**src/rtl/display_scan_scheduler.sv**
```systemverilog
// Four-digit seven-segment scan scheduler with a frame-locked snapshot and a
// request/acknowledge overlay arbiter (credit display vs. timed message display).
module display_scan_scheduler #(
    parameter int unsigned SCAN_DIV    = 50000,
    parameter int unsigned HOLD_FRAMES = 200
) (
    input  logic        Clk,
    input  logic        Reset,
    input  logic [15:0] CreditData,
    input  logic        BlankZero,
    input  logic [15:0] MsgData,
    input  logic        MsgReq,
    output logic        MsgAck,
    output logic        Busy,
    output logic [3:0]  Digits,
    output logic [3:0]  Nibble,
    output logic        Blank,
    output logic        FrameTick
);

    localparam int unsigned CW = (SCAN_DIV > 1) ? $clog2(SCAN_DIV) : 1;
    localparam int unsigned HW = $clog2(HOLD_FRAMES + 1);

    typedef enum logic {IDLE, MSG} state_t;

    state_t        state, state_next;
    logic [CW-1:0] presc;
    logic [1:0]    slot;          // 0..3 selects digit 1..4
    logic [1:0]    slot_next;
    logic [HW-1:0] hold, hold_next;
    logic [15:0]   shadow, shadow_next;
    logic [15:0]   snap, snap_next;
    logic          snap_credit, snap_credit_next;
    logic          accept;
    logic          tc, boundary;
    logic [3:0]    digit_val;
    logic          digit_blank;
    logic          z4, z3, z2;

    assign tc        = (presc == CW'(SCAN_DIV - 1));
    assign slot_next = slot + 2'd1;
    assign boundary  = tc && (slot == 2'd3);
    assign Busy      = (state == MSG);

    always_comb begin
        state_next       = state;
        hold_next        = hold;
        shadow_next      = shadow;
        snap_next        = snap;
        snap_credit_next = snap_credit;
        accept           = 1'b0;
        case (state)
            IDLE: begin
                if (boundary) begin
                    snap_next        = CreditData;
                    snap_credit_next = 1'b1;
                end
                if (MsgReq) begin
                    accept      = 1'b1;
                    shadow_next = MsgData;
                    hold_next   = HW'(HOLD_FRAMES);
                    state_next  = MSG;
                end
            end
            MSG: begin
                if (boundary) begin
                    if (hold != '0) begin
                        snap_next        = shadow;
                        snap_credit_next = 1'b0;
                        hold_next        = hold - HW'(1);
                    end else begin
                        snap_next        = CreditData;
                        snap_credit_next = 1'b1;
                        state_next       = IDLE;
                    end
                end
            end
            default: state_next = IDLE;
        endcase
    end

    // The slot entered on this TC is rendered from the snapshot as it will be
    // after this edge, so the first slot of a frame already sees the new frame.
    always_comb begin
        z4        = (snap_next[15:12] == 4'd0);
        z3        = z4 && (snap_next[11:8] == 4'd0);
        z2        = z3 && (snap_next[7:4] == 4'd0);
        digit_val = snap_next[{slot_next, 2'b00} +: 4];
        case (slot_next)
            2'd1:    digit_blank = z2;
            2'd2:    digit_blank = z3;
            2'd3:    digit_blank = z4;
            default: digit_blank = 1'b0;
        endcase
        digit_blank = digit_blank && snap_credit_next && BlankZero;
    end

    always_ff @(posedge Clk or posedge Reset) begin
        if (Reset) begin
            state       <= IDLE;
            hold        <= '0;
            shadow      <= '0;
            snap        <= '0;
            snap_credit <= 1'b0;
        end else begin
            state       <= state_next;
            hold        <= hold_next;
            shadow      <= shadow_next;
            snap        <= snap_next;
            snap_credit <= snap_credit_next;
        end
    end

    always_ff @(posedge Clk or posedge Reset) begin
        if (Reset) begin
            presc     <= '0;
            slot      <= 2'd3;
            Digits    <= '1;
            Nibble    <= '0;
            Blank     <= 1'b1;
            FrameTick <= 1'b0;
            MsgAck    <= 1'b0;
        end else begin
            presc     <= tc ? '0 : presc + CW'(1);
            FrameTick <= boundary;
            MsgAck    <= accept;
            if (tc) begin
                slot   <= slot_next;
                Blank  <= digit_blank;
                Digits <= digit_blank ? 4'b1111 : ~(4'b0001 << slot_next);
                Nibble <= digit_blank ? 4'd0 : digit_val;
            end
        end
    end

endmodule

```
**config.mk**
```make
export PLATFORM = sky130hd
export DESIGN_NAME = display_scan_scheduler
export DESIGN_NICKNAME = d
export VERILOG_FILES = /design/src/rtl/display_scan_scheduler.sv
export SDC_FILE = /design/constraint.sdc
export NUM_CORES = 1
export LEC_CHECK = 0
export CAP_MARGIN = 5
export CELL_PAD_IN_SITES_DETAIL_PLACEMENT = 1
export CELL_PAD_IN_SITES_GLOBAL_PLACEMENT = 1
export CORE_MARGIN = 8
export CORE_UTILIZATION = 42
export CTS_CLUSTER_DIAMETER = 30
export CTS_CLUSTER_SIZE = 12
export DETAILED_ROUTE_END_ITERATION = 8
export PLACE_DENSITY = 0.83
export SYNTH_ARGS = -nofsm -noshare
export SYNTH_HDL_FRONTEND = slang
export SYNTH_SLANG_ARGS = --single-unit
```
**constraint.sdc**
```tcl
create_clock -name Clk -period 3 [get_ports Clk]
set_input_delay 0.45 -clock Clk [delete_from_list [all_inputs] [get_ports Clk]]
set_output_delay 0.45 -clock Clk [all_outputs]
set_load 0.1 [all_outputs]
```
* Word level (Yosys, flattened, before mapping)
Index checks and enable logic that the tools add are counted.
** Operators by class
- $add $sub $neg :: 3
- $mul :: 0
- Div/mod/pow operators :: 0
- Order comparisons :: 0
- Eq/ne operators :: 8
- Shift operators :: 2
- Multiplexer cells :: 21
- Bitwise logic cells :: 2
- Reductions and logical operators :: 11
** Operators with widths (number)
- 16-bit two-way mux :: 4
- 16-bit case mux with 2 select lines :: 1
- 8-bit two-way mux :: 3
- 16-bit by 1-bit adder with 16-bit output, second input constant :: 1
- 16-bit equality test, second input constant :: 1
- 8-bit case mux with 2 select lines :: 1
- 16-bit by 5-bit variable part select with 4-bit output :: 1
- 4-bit zero test :: 3
- 4-bit two-way mux :: 2
- 8-bit nonzero test :: 1
- 8-bit by 1-bit subtractor with 8-bit output, second input constant :: 1
- 1-bit two-way mux :: 7
- 2-bit equality test, second input constant :: 3
- 1-bit logical AND :: 5
- 2-bit by 1-bit != test with 1-bit output, second input constant :: 2
- 4-bit inverter :: 1
- 1-bit case mux with 2 select lines :: 2
- 1-bit by 2-bit left shift with 4-bit output, first input constant :: 1
- 1-bit case mux with 3 select lines :: 1
- 3-bit AND reduction :: 1
- 2-bit by 1-bit adder with 2-bit output, second input constant :: 1
- 2-bit by 1-bit equality test with 1-bit output, second input constant :: 1
- 2-bit != test, second input constant :: 1
- 2-bit AND reduction :: 1
- 1-bit inverter :: 1
** Word-level totals
- Register bits after elaboration :: 71
- Bits in latches :: 0
- Bits in writable memories :: 0
- Memory bits (read-only) :: 0
- Output and inout bits :: 12
- Logic and storage cells :: 59
- Memories :: 0

* Depth between registers and ports, before layout
- Depth in word-level cells :: 11
- Depth in mapped cells :: 11

* Worst setup path before layout
OpenSTA, ideal clock, no wires.
- Kind :: flip-flop to flip-flop
- Start point :: reg state (netlist: Busy)
- End point :: reg Nibble[3]
- Library setup time :: 0.134 ns
- Arrival :: 2.591 ns
- Required time :: 2.866 ns
- Slack :: 0.275 ns
- Stages on the path, launching flop included :: 8
- Buffers on the path :: 1
- Clock period less this slack :: 2.725 ns
- Path through :: dfrtp_1 o21ai_2 a2111o_1 a2111oi_2 and4_1 and4_1 buf_4 nor3_1
** On the way
- Cells in the longest elaborated chain, start to end :: 9
- Elaborated cells between the ends (all ways) :: 13
- Classes of those cells :: shift (1); mux (4); bitwise (1); reduce/logical (7)
** Ends and longest elaborated chain
- start: declaration :: RTL line 26 : state_t state, state_next;
- start signal: assignment :: RTL line 106 : state <= state_next;
- 1-bit inverter
- 16-bit case mux with 2 select lines :: RTL line 52 : case (state)
- 4-bit zero test (on tied branches) :: RTL line 85, 86
- 1-bit logical AND :: RTL line 86 : z3 = z4 && (snap_next[11:8] == 4'd0);
- 1-bit logical AND :: RTL line 87 : z2 = z3 && (snap_next[7:4] == 4'd0);
- 1-bit case mux with 3 select lines :: RTL line 89 : case (slot_next)
- 1-bit logical AND (2 in a row) :: RTL line 95 : digit_blank = digit_blank && snap_credit_next && BlankZero;
- 4-bit two-way mux * :: RTL line 131 : Nibble <= digit_blank ? 4'd0 : digit_val;
- end signal: assignment :: RTL line 131
- end: declaration :: RTL line 16 : output logic [3:0] Nibble,
Mark *: on every way between the ends. The rest lies on a longest branch, timed or not.
A chain may end at the register's enable or synchronous reset.

* Final worst setup path
- Start point :: reg presc[11]
- End point :: reg Nibble[1]
** On the way
- Cells in the longest elaborated chain, start to end :: 11
- Elaborated cells between the ends (all ways) :: 18
- Classes of those cells :: eq/ne (1); shift (1); mux (8); reduce/logical (8)
** Ends and longest elaborated chain
- start: declaration :: RTL line 27 : logic [CW-1:0] presc;
- start signal: assignment :: RTL line 124 : presc <= tc ? '0 : presc + CW'(1);
- 16-bit equality test * :: RTL line 40 : assign tc = (presc == CW'(SCAN_DIV - 1));
- 1-bit logical AND :: RTL line 42 : assign boundary = tc && (slot == 2'd3);
- 16-bit two-way mux (on tied branches) :: RTL line 66, 54
- 16-bit case mux with 2 select lines :: RTL line 52
- 4-bit zero test (on tied branches) :: RTL line 85, 86
- 1-bit logical AND :: RTL line 86
- 1-bit logical AND :: RTL line 87
- 1-bit case mux with 3 select lines :: RTL line 89
- 1-bit logical AND (2 in a row) :: RTL line 95
- 4-bit two-way mux :: RTL line 131
Marked as above.

==> flow_summary.ini <==
[outcome]
status = finished, final reports clean

[place]
dp_hpwl_um = 6920
pre_cts_ws_ps = 106
place.gp.congestion = 0.832
port_buffers = 47
placed_area_um2 = 4030

[floorplanning]
design.core.area_um2 = 8090
num_rows = 33
io_pins = 48
start_util_pct = 42.5
die-area_um2 = 11300
die_w_um = 106
die_h_um = 106

[worst_setup_path]
worstSetupStartpoint = presc[11]
cp_max_fo = 7
cpPeakStageDelay_ps = 500
critPathKind = reg2reg
cpLargestDelayFamily = simple AND/OR/NAND/NOR gates
cp_cell_sequence = nor4b_4 > nand4_4 > a2111o_1 > a2111oi_2 > and4_1 > and4_1 > nor3_1
crit_slowest_cell = nor4b_4
critPathCaptureType = register
reg2reg_from = presc[11]
path_buf_inv = 0
crit_path_frequent_cell = and4_1
cp.required_ps = 3220
cp.arrival_ps = 3080
crit_path_start_kind = register

[synthesis]
synth_area_per_cell_um2 = 9.68
synthCells = 355
synthDistinctLibCells = 47
ys_seq_elements = 71
yosysWarnings = 0
synthArstFlopShare_pct = 100
ys.flop_type = dfrtp_1
syn_nets = 398
yosysSeqAreaShare_pct = 52.0
syn_area_um2 = 3440
synth_edf_count = 0

[cts]
hold_buffers = 0
cts_sinks = 71
cts_setup_buffers = 0
cts_tree = built
ctsRootBufferMaster = clkbuf_8
htree_levels = 3
clk-insertion-delay-late_ps = 350
clk_path_buf_depth = 2
numCtsBuffers = 9
clk_pin_slew_worst_paths_ps = 80
ctsResizeCount = 0

[routing]
wl_met3_um = 468
maxUsedRoutingLayer = met4
via_per_inst = 5.54
dr.pass1.iters = 4
vias = 2870
wl_met1_um = 4020
drcViolationCount = 0
drt-wirelength-per-cell_um = 18.6
wl_um = 9620
met2WireLength_um = 4890
ant_nets = 0
drt_iter0_markers = 82

[finish]
num_antenna_cells = 0
finalInstanceArea_um2 = 4280
syn_to_final_growth_pct = 24.4
drive_gt1_share_pct = 13.6
num-nets-final = 451

[pwr]
pwr_density_cell_nw_per_um2 = 468
irDropWorstVdd_v = 0.000216
fin_total_pwr_uw = 2000
total_leakage_power_uw = 0.00197

[min_path]
hold_class = in2async

[sta]
post-route-period-util_pct = 95.3
rsz0062_at_grt = false
clock_skew_ps = 8.68
slew_violations = 0
tightest_slew_ps = 643
relSlewSlack_pct = 57.1
setup_ws_ps = 141
setup_viol = 0
post-route-min-period_ps = 2860
fmax_mhz = 350
hold_viol = 0
setup_tns_ps = 0

[global_route]
grt_pass1_wl_um = 15800
antenna_found_initial = 0
grt_pass1_vias = 3155
overflow = 0
grt_usage_pct = 17.8
grt_max_degree = 54

[run]
drv_cap = 0
-- synth_stat cells (all sizes together), types with 2 or more instances --
cell type,number,area [µm²]
nand3,9,45.0
nor2,31,119
inv,14,52.6
nor4,4,25.0
and4bb,2,25.0
a21oi,18,90.1
and4,6,52.6
mux2i,11,110
dfstp,7,184
nand2b,4,25.0
buf,5,26.3
clkbuf,8,30.0
mux2,3,33.8
nand2,74,278
dfrtp,64,1600
xnor2,6,52.6
o32ai,2,17.5
a211oi,5,37.5
and2,9,56.3
nor4b,2,32.5
nor3,8,40.0
nand4,5,46.3
xor2,11,96.3
and3,6,37.5
o21ai,17,88.8
a2111oi,2,23.8
ha,7,87.6
or3,3,18.8
-- worst reg2reg max path: cells and delay by family, from the launching register on --
family | cells | cell delay [ps]
and+or+nand+nor | 5 | 1410
AOI/OAI and AO/OA | 2 | 850
DFF | 1 | 470
-- stage by stage --
step                      hold WS, ps  instances  util (%)
after floorplan                   425        355         -
after detailed placement          471        502      49.8
after global routing              463        518      52.8
final                             411        518      52.8
after global placement            449        502      49.8
after CTS                         424        518      52.8
-- power by group --
group	internal, µW	total, µW	switching [µW]
Sequential	971	983	11.6
Combinational	55.1	102	46.4
Clock	538	915	377
-- final timing paths --
path | endpoint | slack (ps) | depth (start not counted)
min in group Clk | shadow[2] | 480 | 2
max in group asynchronous | Digits[0] | 1900 | 3
min | presc[15] | 410 | 2
max reg2reg | Nibble[1] | 140 | 7
max | Nibble[1] | 140 | 7
min reg2reg | shadow[2] | 480 | 2
-- cells by family after synthesis --
family,count (synthesis),synth area share [%]
AOI/OAI and AO/OA,53,9.80
xor gates and xnor gates,17,4.33
adders and majority gates,7,2.55
buffers and inverters,27,3.17
DFF,71,52.0
muxes,14,4.19
and+or+nand+nor,166,24.0
-- cell type report --
cell class                 instances  area [µm²]
inverter                          14        52.6
timing repair buffer              55         513
multi-input combinational        257        1550
sequential                        71        1790
clock inverter                     4        76.3
tap                              105         131
fill                             957        3820
clock buffer                      12         165
-- metal layers --
metal  up-vias  GRT usage, %
li1       1324             -
met3        22          4.42
met1      1447          20.6
met5         -             0
met4         0          7.44
met2        77          30.7
-- flip-flops by register name, summed over array words and instances, names as in the netlist --
register,cells
snap_credit,1
Busy,1
shadow,16
Nibble,4
MsgAck,1
snap,16
FrameTick,1
hold,8
presc,16
Digits,4
Blank,1
slot,2
-- placed cells by master, fill, tap and decap left out, types with 7 or more instances in the layout --
| cell type | Yosys | routed |
|---|---|---|
| nand2_1 | 74 | 74 |
| dfrtp_1 | 64 | 64 |
| clkdlybuf4s50_1 | 0 | 35 |
| nor2_1 | 30 | 30 |
| buf_4 | 1 | 19 |
| a21oi_1 | 18 | 18 |
| o21ai_0 | 16 | 16 |
| inv_1 | 14 | 13 |
| clkbuf_8 | 0 | 12 |
| xor2_1 | 11 | 11 |
| mux2i_1 | 11 | 11 |
| nand3_1 | 9 | 9 |
| and2_1 | 9 | 9 |
| nor3_1 | 8 | 8 |
| dfstp_2 | 7 | 7 |
| ha_1 | 7 | 7 |
(Power assumes the default switching activity.)
